===== config.mk =====
export PLATFORM = sky130hd
export DESIGN_NAME = puf_challenge_controller
export DESIGN_NICKNAME = d
export VERILOG_FILES = /design/src/rtl/puf_ctrl_pkg.sv /design/src/rtl/response_store.sv /design/src/rtl/puf_challenge_controller.sv
export SDC_FILE = /design/constraint.sdc
export NUM_CORES = 1
export LEC_CHECK = 0
export CAP_MARGIN = 30
export CORE_UTILIZATION = 38
export CTS_BUF_LIST = sky130_fd_sc_hd__clkbuf_2
export DETAILED_ROUTE_END_ITERATION = 10
export GPL_TIMING_DRIVEN = 0
export PLACE_DENSITY_LB_ADDON = 0.1
export SETUP_SLACK_MARGIN = 0.15
export SYNTH_ARGS = -nofsm -noshare
export SYNTH_HDL_FRONTEND = slang
export SYNTH_SLANG_ARGS = --single-unit

===== constraint.sdc =====
create_clock -name clk -period 4.5 [get_ports clk]
set_clock_uncertainty 0.05 [all_clocks]
set_input_delay 0.675 -clock clk [delete_from_list [all_inputs] [get_ports clk]]
set_output_delay 0.675 -clock clk [all_outputs]
set_load 0.05 [all_outputs]

===== src/rtl/puf_ctrl_pkg.sv =====
// puf_ctrl_pkg: shared state encoding, mode constants and popcount helper for the PUF controller
package puf_ctrl_pkg;
  typedef enum logic [2:0] {S_IDLE, S_ISSUE, S_WAIT_RDY, S_RELEASE, S_FINISH} state_t;
  localparam logic MODE_ENROLL = 1'b0;
  localparam logic MODE_VERIFY = 1'b1;
  function automatic logic [3:0] popcount8(input logic [7:0] v);
    logic [3:0] c;
    c = '0;
    for (int i = 0; i < 8; i++) c = c + {3'b0, v[i]};
    return c;
  endfunction
endpackage


===== src/rtl/response_store.sv =====
// response_store: NUM_CHALL x 8 enrolled-response register file, sync active-low clear, shared write/read index
module response_store #(
  parameter int NUM_CHALL = 4,
  localparam int IW = NUM_CHALL > 1 ? $clog2(NUM_CHALL) : 1
) (
  input  logic          clk,
  input  logic          rst,
  input  logic          i_we,
  input  logic [IW-1:0] i_idx,
  input  logic [7:0]    i_wdata,
  output logic [7:0]    o_rdata
);
  logic [7:0] r_mem [NUM_CHALL];
  // clear on reset, otherwise write the captured response at the current index
  always_ff @(posedge clk) begin
    if (!rst) begin
      for (int i = 0; i < NUM_CHALL; i++) r_mem[i] <= '0;
    end else if (i_we) begin
      r_mem[i_idx] <= i_wdata;
    end
  end
  assign o_rdata = r_mem[i_idx];
endmodule


===== src/rtl/puf_challenge_controller.sv =====
// puf_challenge_controller: runs enroll/verify challenge sessions against a ring-oscillator PUF
module puf_challenge_controller
  import puf_ctrl_pkg::*;
#(
  parameter int NUM_CHALL = 4,
  parameter int THRESH = 4,
  parameter int TIMEOUT = 4096,
  localparam int HDW = $clog2(8 * NUM_CHALL + 1)
) (
  input  logic           clk,
  input  logic           rst,
  input  logic           start,
  input  logic           mode,
  input  logic [7:0]     base_chall,
  output logic           puf_en,
  output logic [7:0]     puf_chall,
  input  logic [7:0]     puf_response,
  input  logic           puf_ready,
  output logic           busy,
  output logic           done,
  output logic           pass,
  output logic           enrolled,
  output logic [HDW-1:0] hd_total,
  output logic           timeout_err
);
  localparam int IW = NUM_CHALL > 1 ? $clog2(NUM_CHALL) : 1;
  localparam int CW = TIMEOUT > 1 ? $clog2(TIMEOUT) : 1;
  state_t r_state, w_next;
  logic r_mode, r_rdy_q, r_en, r_pass, r_enrolled, r_tout;
  logic [7:0] r_base, r_chall, w_stored;
  logic [IW-1:0] r_idx;
  logic [CW-1:0] r_cnt;
  logic [HDW-1:0] r_hd;
  logic w_rise, w_last, w_expire, w_cap, w_abort, w_fin_ok;
  assign w_rise   = puf_ready & ~r_rdy_q;
  assign w_last   = r_idx == IW'(NUM_CHALL - 1);
  assign w_expire = r_cnt == CW'(TIMEOUT - 1);
  assign w_cap    = r_state == S_WAIT_RDY && w_rise;
  assign w_abort  = w_expire && ((r_state == S_WAIT_RDY && !w_rise) || (r_state == S_RELEASE && puf_ready));
  assign w_fin_ok = r_state == S_RELEASE && !puf_ready && w_last;
  assign busy        = r_state != S_IDLE;
  assign done        = r_state == S_FINISH;
  assign puf_en      = r_en;
  assign puf_chall   = r_chall;
  assign pass        = r_pass;
  assign enrolled    = r_enrolled;
  assign hd_total    = r_hd;
  assign timeout_err = r_tout;
  response_store #(.NUM_CHALL(NUM_CHALL)) u_store (
    .clk     (clk),
    .rst     (rst),
    .i_we    (w_cap && r_mode == MODE_ENROLL),
    .i_idx   (r_idx),
    .i_wdata (puf_response),
    .o_rdata (w_stored)
  );
  // state register
  always_ff @(posedge clk) begin
    if (!rst) r_state <= S_IDLE;
    else r_state <= w_next;
  end
  // next-state: capture beats a coincident timeout; verifying with nothing enrolled ends immediately
  always_comb begin
    w_next = r_state;
    case (r_state)
      S_IDLE:     if (start) w_next = (mode == MODE_VERIFY && !r_enrolled) ? S_FINISH : S_ISSUE;
      S_ISSUE:    w_next = S_WAIT_RDY;
      S_WAIT_RDY: w_next = w_cap ? S_RELEASE : w_abort ? S_FINISH : S_WAIT_RDY;
      S_RELEASE:  w_next = !puf_ready ? (w_last ? S_FINISH : S_ISSUE) : w_abort ? S_FINISH : S_RELEASE;
      default:    w_next = S_IDLE;
    endcase
  end
  // session datapath: verdict is settled on the edge entering FINISH so it is valid alongside done
  always_ff @(posedge clk) begin
    if (!rst) begin
      r_mode <= 1'b0;
      r_base <= '0;
      r_idx <= '0;
      r_cnt <= '0;
      r_rdy_q <= 1'b0;
      r_en <= 1'b0;
      r_chall <= '0;
      r_pass <= 1'b0;
      r_enrolled <= 1'b0;
      r_tout <= 1'b0;
      r_hd <= '0;
    end else begin
      r_rdy_q <= puf_ready;
      r_cnt <= (w_next == r_state) ? r_cnt + CW'(1) : '0;
      r_en <= w_next == S_WAIT_RDY;
      if (r_state == S_IDLE && start) begin
        r_mode <= mode;
        r_base <= base_chall;
        r_idx <= '0;
        r_pass <= 1'b0;
        r_hd <= '0;
        r_tout <= 1'b0;
        if (mode == MODE_ENROLL) r_enrolled <= 1'b0;
      end
      if (r_state == S_ISSUE) r_chall <= r_base + 8'(r_idx);
      if (w_cap && r_mode == MODE_VERIFY) r_hd <= r_hd + HDW'(popcount8(puf_response ^ w_stored));
      if (r_state == S_RELEASE && !puf_ready && !w_last) r_idx <= r_idx + IW'(1);
      if (w_abort) r_tout <= 1'b1;
      if (w_fin_ok) begin
        r_pass <= r_mode == MODE_ENROLL || int'(r_hd) <= THRESH;
        if (r_mode == MODE_ENROLL) r_enrolled <= 1'b1;
      end
    end
  end
endmodule


### Word-level counts from Yosys, hierarchy flattened

Memories as Yosys holds them, arrays and structs flattened. A register that Yosys moved wholly into a read port is not among the register bits.
Cells that the tools add are included.

* register bits: 45
* RAM bits: 32
* input bits: 21
* output and inout port bits: 20
* word-level logic and storage cells: 90
* memories: 1

Memories
* u_store.r_mem: depth 4, bits a word 8, read ports 1, clocked after memory_dff 1, wr ports 4, line response_store.sv:13 `logic [7:0] r_mem [NUM_CHALL];`

* $add $sub $neg: 11
* $lt $le $gt $ge: 1
* eq/ne operators: 8
* multiplexer cells: 28
* bitwise operators: 4
* reductions and logical operators: 25

Operators by type and width (count)
* $mux 3: 7
* $add 4x1->4: 4
* $add 12x1->12 const B: 1
* $eq 12x12->1 const B: 1
* $mux 1: 12
* $mux 6: 2
* $pmux 3 s4: 1
* $logic_and 1x1->1: 11
* $mux 2: 5
* $eq 3x2->1 const B: 3
* $add 8x2->8: 1
* $mux 8: 1
* $reduce_bool 2->1: 4
* $reduce_or 8->1: 1
* $xor 8x8->8: 1
* $add 6x4->6: 1
* $le 6x3->1 const B: 1
* $add 3x1->4: 1
* $logic_not 1->1: 4
* $add 2x1->3: 1
* $eq 3x1->1 const B: 1
* $eq 3x3->1: 1
* $eq 3x3->1 const B: 1
* $logic_not 3->1: 1
* other kinds (8): 10

### Depth between registers and ports, before layout

Gate-level depths: netlist of the first run.

* depth in word-level cells: 11
* depth in mapped cells: 14

### Modules after synthesis

From an unflattened synthesis of the first run, not the netlist that was laid out.

* cells, all modules: 364
* area total of the unflattened synthesis: 3900.0 um^2

By module, submodules not included
* puf_challenge_controller: times used 1, cells an instance 268, area each 2501.1 um^2, sequential area each 900.9 um^2
* response_store: times used 1, cells an instance 96, area each 1398.8 um^2, sequential area each 960.9 um^2

### Least setup slack after synthesis of the first run

No wires, ideal clock.

* path type: register -> register
* from: reg with a tool-made name
* to: reg r_hd[4] (netlist: hd_total[4])
* data arrival time: 4.164 ns
* data required time: 4.385 ns
* path slack: 0.221 ns
* cell stages (with the launch flop): 15
* buffers on the path: 1
* clock period less this slack: 4.279 ns
* path through: dfxtp_1 > buf_2 > mux4_2 > xor2_1 > fa_1 > fa_1 > inv_1 > fa_1 > fa_1 > fa_1 > nor2b_1 > o21a_1 > o21ai_0 > xor2_1 > nor2_1

RTL lines
* end signal: assignment: line puf_challenge_controller.sv:101 `if (w_cap && r_mode == MODE_VERIFY) r_hd <= r_hd + HDW'(popcount8(puf_response ^ w_stored));`
* end: declaration: line puf_challenge_controller.sv:33 `logic [HDW-1:0] r_hd;`

==> results of run 1 <==
-- flip-flops by register name, indices dropped and copies added, names as in the netlist, named ones only --
| register | count |
|---|---|
| r_state | 3 |
| r_rdy_q | 1 |
| puf_en | 1 |
| r_idx | 2 |
| pass | 1 |
| r_base | 8 |
| u_store.r_mem | 32 |
| r_cnt | 12 |
| hd_total | 6 |
| enrolled | 1 |
| puf_chall | 8 |
| timeout_err | 1 |
| r_mode | 1 |
-- through the flow --
stage | TNS, ns | area, sq um | worst slack, ns | hold slack, ns
2_1_floorplan | 0 | 3870 | 0.221 | 0.380
3_3_place_gp | -0.165 | 4430 | -0.165 | 0.392
3_5_place_dp | -0.240 | 4430 | -0.216 | 0.402
4_1_cts | 0 | 4600 | 0.175 | 0.435
5_1_grt | 0 | 4610 | 0.186 | 0.445
6_report | 0 | 4610 | 0.347 | 0.424
-- worst max-delay path, cell delays in order (launching register included) --
cell and delay, ns:
dfxtp_2 0.37, buf_6 0.11, mux4_2 0.52, xor2_2 0.17, fa_1 0.49, fa_1 0.55
inv_1 0.05, fa_2 0.46, fa_2 0.42, fa_2 0.36, nor2b_1 0.12, o21a_1 0.11
o21ai_0 0.08, xor2_1 0.17, nor2_1 0.05
-- report_power, final --
group,internal [mW],switching [mW],total (mW)
registers,0.768,0.0141,0.782
logic,0.0918,0.123,0.215
clock network,0.185,0.255,0.440
-- synth_stat cells, types with 4 or more instances --
| cell type | instances |
|---|---|
| a211oi_1 | 6 |
| a21oi_1 | 20 |
| and2_1 | 28 |
| and2_2 | 7 |
| and3_1 | 5 |
| buf_2 | 5 |
| clkbuf_1 | 5 |
| dfxtp_1 | 47 |
| edfxtp_1 | 32 |
| fa_1 | 6 |
| ha_1 | 10 |
| inv_1 | 10 |
| mux4_2 | 8 |
| nand2_1 | 31 |
| nand2b_1 | 8 |
| nand3_1 | 9 |
| nor2_1 | 44 |
| nor2b_1 | 4 |
| nor3_1 | 6 |
| o21ai_0 | 5 |
| xnor2_1 | 16 |
| xor2_1 | 11 |
-- worst paths after layout --
check                                           endpoint  slack [ns]  cells after the start
worst max register to register  hd_total[4]$_SDFFE_PN0P_        0.35                     14
worst min-delay path            timeout_err$_SDFFE_PN0P_        0.42                      2
worst min register to register  timeout_err$_SDFFE_PN0P_        0.42                      2
worst max-delay path            hd_total[4]$_SDFFE_PN0P_        0.35                     14
-- layout make-up --
class | count | area [sq um]
plain buffers | 13 | 70.1
clock buffers | 10 | 50.0
clock inverters | 6 | 86.3
fillers | 977 | 5210
inverters | 11 | 41.3
multi-input cells | 261 | 1890
flip-flops and latches | 79 | 1900
well taps | 133 | 166
repair buffers | 41 | 405
-- per-layer routing --
metal	part of all wire, %	global-route usage (%)	vias to the layer above
li1	-	-	1373
met1	49	22.0	1239
met2	47	26.9	49
met3	3.2	2.92	9
met5	0	0	-
met4	1.6	7.15	0
-- logic make-up (layout without fill, tap and decap cells) --
group / count (synthesis) / count (layout) / share of synthesized area (%)
AO/OA/AOI/OAI: 42 / 42 / 6.63
flip-flops: 79 / 79 / 49.1
multiplexers: 11 / 11 / 5.43
adder cells (fa/ha/maj): 16 / 16 / 6.34
AND/OR/NAND/NOR: 165 / 165 / 23.7
buffers and inverters: 24 / 81 / 2.68
XOR/XNOR: 27 / 27 / 6.11
-- what timing repair did --
action / in CTS / in global routing
resized for setup: 5 / 4
buffers inserted: 2 / 0
endpoints found under the setup margin: 4 / 2
pin swaps: 0 / 1
==> flow_metrics.py, run 1 <==
metrics = {
    "route": {
        "final_antenna_net_count": 0,
        "drc": 0,
        "totalWireLength_mm": 8.04,
        "dr.pass1.iters": 4,
        "drtIter0Drc": 94,
        "routedWlPerCell_um": 14.5,
        "vias": 2670,
        "vias_per_cell": 4.82,
    },
    "synth": {
        "yosys_warnings": 0,
        "synth_largest_area_cell": "edfxtp_1",
        "ys_seq_area_share_pct": 49.1,
        "synth_ff_type": "dfxtp_1",
        "syn-cell-area_sq_um": 3870,
        "synth_cell_types": 49,
        "synth.top_cell.area_share_pct": 24.8,
        "synthCells": 364,
        "yosys-top-cells-area": "edfxtp_1, dfxtp_1, mux4_2, and2_1, nor2_1",
        "synth-seq-cells": 79,
        "synth-async-reset-ratio_pct": 0,
        "syn_area_per_cell_sq_um": 10.6,
        "synth_nets": 401,
        "synth-edff-count": 32,
    },
    "layout": {
        "drive_above_1_share_pct": 13.8,
        "nNetsFinal": 453,
        "fin_cells": 554,
        "post-route-util_pct": 46.9,
        "final_common_cell": "dfxtp_1",
        "insertedDiodeCount": 0,
        "layout_common_cells": "dfxtp_1, nor2_1, clkdlybuf4s50_1, edfxtp_1, nand2_1",
        "syn_to_final_growth_pct": 19.1,
    },
    "timing": {
        "setup_viol_count_final": 0,
        "fmax_mhz": 241,
        "rsz0062_at_grt": "no",
        "hold_violations": 0,
        "tightestPinTransition_ns": 0.601,
        "fin_crit_ns": 4.15,
        "timing.final.crit_share_pct": 92.3,
        "relSlewSlack_pct": 59.7,
        "drv_slew": 0,
    },
    "clock_tree": {
        "htree_levels": 3,
        "clock_latency_ns": 0.53,
        "cts_hold_buf": 0,
        "numCtsBuffers": 9,
        "numClockSinks": 79,
        "clkSlewWorstSetupHoldPaths_ns": 0.22,
        "root_buffer": "clkbuf_2",
        "cts_buffer_depth": 2,
        "cts_tree": "built",
    },
    "min_path": {
        "hold_path_class": "reg -> reg",
        "min_from": "timeout_err$_SDFFE_PN0P_",
    },
    "floorplanning": {
        "fp.dieH_um": 103,
        "die_area_sq_um": 10600,
        "die_w_um": 103,
        "start_util_pct": 39.4,
        "row_count": 36,
        "core_sq_um": 9820,
        "io_pins": 41,
    },
    "place": {
        "port-buffer-count": 39,
        "post-dp-hpwl_mm": 5.77,
        "dp_cells": 536,
        "routabilityCongestion": 0.806,
    },
    "power": {
        "power.density_nw_per_um2": 312,
        "p_total_mw": 1.44,
        "p_leak_nw": 1.67,
        "vdd.ir_drop.worst_mv": 0.131,
    },
    "worst_setup_path": {
        "startpoint_type": "flip-flop",
        "arrival_ns": 4.54,
        "setup.worst_path.end_class": "flip-flop",
        "crit_type": "reg -> reg",
        "crit_fanout": 4,
        "required_ns": 4.89,
    },
    "run_status": {
        "outcome": "finished clean",
    },
    "grt": {
        "grt_pass1_wl_mm": 12.9,
        "grt.total_usage_pct": 16.6,
        "grt_pass1_vias": 2603,
        "antenna_found_initial": 0,
        "grt-ovfl-total": 0,
        "grt_max_degree": 15,
    },
    "flow_run": {
        "maxCapViolCount": 0,
    },
}
(Power assumes the default switching activity.)
==> inputs of run 2 (changes only) <==
PLACE_DENSITY_LB_ADDON = 0.3   (was 0.1)
==> flow_metrics.py, run 2 (synthesized netlist as in run 1, its figures left out) <==
metrics = {
    "run_status": {
        "outcome": "finished clean",
    },
    "worst_setup_path": {
        "cpPeakStageDelay_ns": 0.54,
        "ff2ff_setup_slack_ns": 0.35,
        "arrival_ns": 4.57,
        "path_cells": "buf_12, mux4_2, xor2_2, fa_1, fa_1, inv_1, fa_1, fa_2, fa_2, nor2b_1, o21a_1, o21ai_1, xor2_1, nor2_1",
        "critical_path.top_delay_family": "adder cells",
        "slowest_stage": "fa_1",
        "crit_type": "reg -> reg",
        "startpoint_type": "flip-flop",
        "required_ns": 4.92,
        "setup.worst_path.end_class": "flip-flop",
        "critPathBufInv": 2,
        "crit_fanout": 4,
        "cp_common_cell": "fa_1",
    },
    "clock_tree": {
        "numClockSinks": 79,
        "cts_tree": "built",
        "htree_levels": 3,
        "clkSlewWorstSetupHoldPaths_ns": 0.22,
        "clock_latency_ns": 0.54,
        "numCtsBuffers": 9,
        "cts_buffer_depth": 2,
        "cts_hold_buf": 0,
        "root_buffer": "clkbuf_2",
    },
    "layout": {
        "nNetsFinal": 453,
        "regMostFlops": "u_store.r_mem",
        "post-route-util_pct": 46.6,
        "final_common_cell": "dfxtp_1",
        "drive_above_1_share_pct": 13.3,
        "layout_common_cells": "dfxtp_1, nor2_1, clkdlybuf4s50_1, edfxtp_1, nand2_1",
        "syn_to_final_growth_pct": 18.3,
        "reg_top3": "u_store.r_mem x32, r_cnt x12",
        "largest_reg_flops": 32,
        "fin_cells": 554,
        "insertedDiodeCount": 0,
        "fin_area_sq_um": 4580,
    },
    "route": {
        "totalWireLength_mm": 7.85,
        "final_antenna_net_count": 0,
        "routedWlPerCell_um": 14.2,
        "drtIter0Drc": 148,
        "drc": 0,
        "dr.pass1.iters": 4,
        "vias": 2710,
        "vias_per_cell": 4.89,
    },
    "timing": {
        "drv_slew": 0,
        "layout_setup_ws_ns": 0.347,
        "fmax_mhz": 241,
        "timing.final.crit_share_pct": 92.3,
        "tightestPinTransition_ns": 0.527,
        "relSlewSlack_pct": 64.6,
        "hold_violations": 0,
        "fin_crit_ns": 4.15,
        "setup_viol_count_final": 0,
        "rsz0062_at_grt": "no",
    },
    "power": {
        "vdd.ir_drop.worst_mv": 0.133,
        "p_leak_nw": 1.65,
        "p_total_mw": 1.34,
        "power.density_nw_per_um2": 293,
    },
    "floorplanning": {
        "io_pins": 41,
        "fp.dieH_um": 103,
        "core_sq_um": 9820,
        "die_area_sq_um": 10600,
        "row_count": 36,
        "start_util_pct": 39.4,
        "die_w_um": 103,
    },
    "grt": {
        "grt-ovfl-total": 0,
        "grt_pass1_vias": 2654,
        "grt.total_usage_pct": 16.0,
        "antenna_found_initial": 0,
        "grt_max_degree": 16,
        "grt_pass1_wl_mm": 12.6,
    },
    "flow_run": {
        "maxCapViolCount": 0,
    },
    "place": {
        "routabilityCongestion": 0.849,
        "port-buffer-count": 39,
        "place_area_sq_um": 4430,
        "pre_cts_ws_ns": -0.145,
        "dp_cells": 536,
        "post-dp-hpwl_mm": 5.71,
    },
    "min_path": {
        "hold_path_class": "reg -> reg",
    },
}
-- run 2: power breakdown --
part           switching, mW  internal, mW
clock network          0.271        0.0784
registers             0.0141         0.768
logic                  0.120        0.0889
total                  0.406         0.936
-- run 2: layout make-up --
cell class                 count  area [sq um]
sequential                    79          1900
buffer                        13          78.8
timing repair buffer          41           405
tap                          133           166
clock inverter                 7          53.8
multi-input combinational    261          1880
inverter                      11          41.3
clock buffer                   9          45.0
fill                         990          5240
-- run 2: path summary, 6_finish.rpt --
check,startpoint,endpoint,cells past startpoint
setup reg to reg,flip-flop,hd_total[4]$_SDFFE_PN0P_,14
setup / recovery,flip-flop,hd_total[4]$_SDFFE_PN0P_,14
hold / removal,timeout_err$_SDFFE_PN0P_,timeout_err$_SDFFE_PN0P_,2
hold reg to reg,timeout_err$_SDFFE_PN0P_,timeout_err$_SDFFE_PN0P_,2
-- run 2: metrics by stage --
| stage | TNS [ns] | hold slack, ns |
|---|---|---|
| after floorplan | 0 | 0.380 |
| after global placement | -0.161 | 0.396 |
| after detailed placement | -0.145 | 0.400 |
| after CTS | 0 | 0.443 |
| after global routing | 0 | 0.477 |
| final | 0 | 0.438 |
-- run 2: timing repair --
action                                 in CTS  in global routing
endpoints found under the hold margin       0                  0
pin swaps                                   0                  4
setup endpoints to repair                   2                  2
resized for setup                           8                  3
setup buffers                               0                  2
gates cloned                                0                  0
-- run 2: tightest hold or removal path, cell delays in order (launching register included) --
cell	delay [ns]
dfxtp_1	0.37
nand2_1	0.06
a21oi_1	0.05
-- run 2: metal layers --
metal  vias to the layer above  track usage, %  part of all wire [%]
met5                         -               0                     0
met4                         0            4.23                   1.0
met3                         8            3.80                   4.0
met2                        45            28.1                    50
met1                      1291            19.8                    45
li1                       1366               -                     -
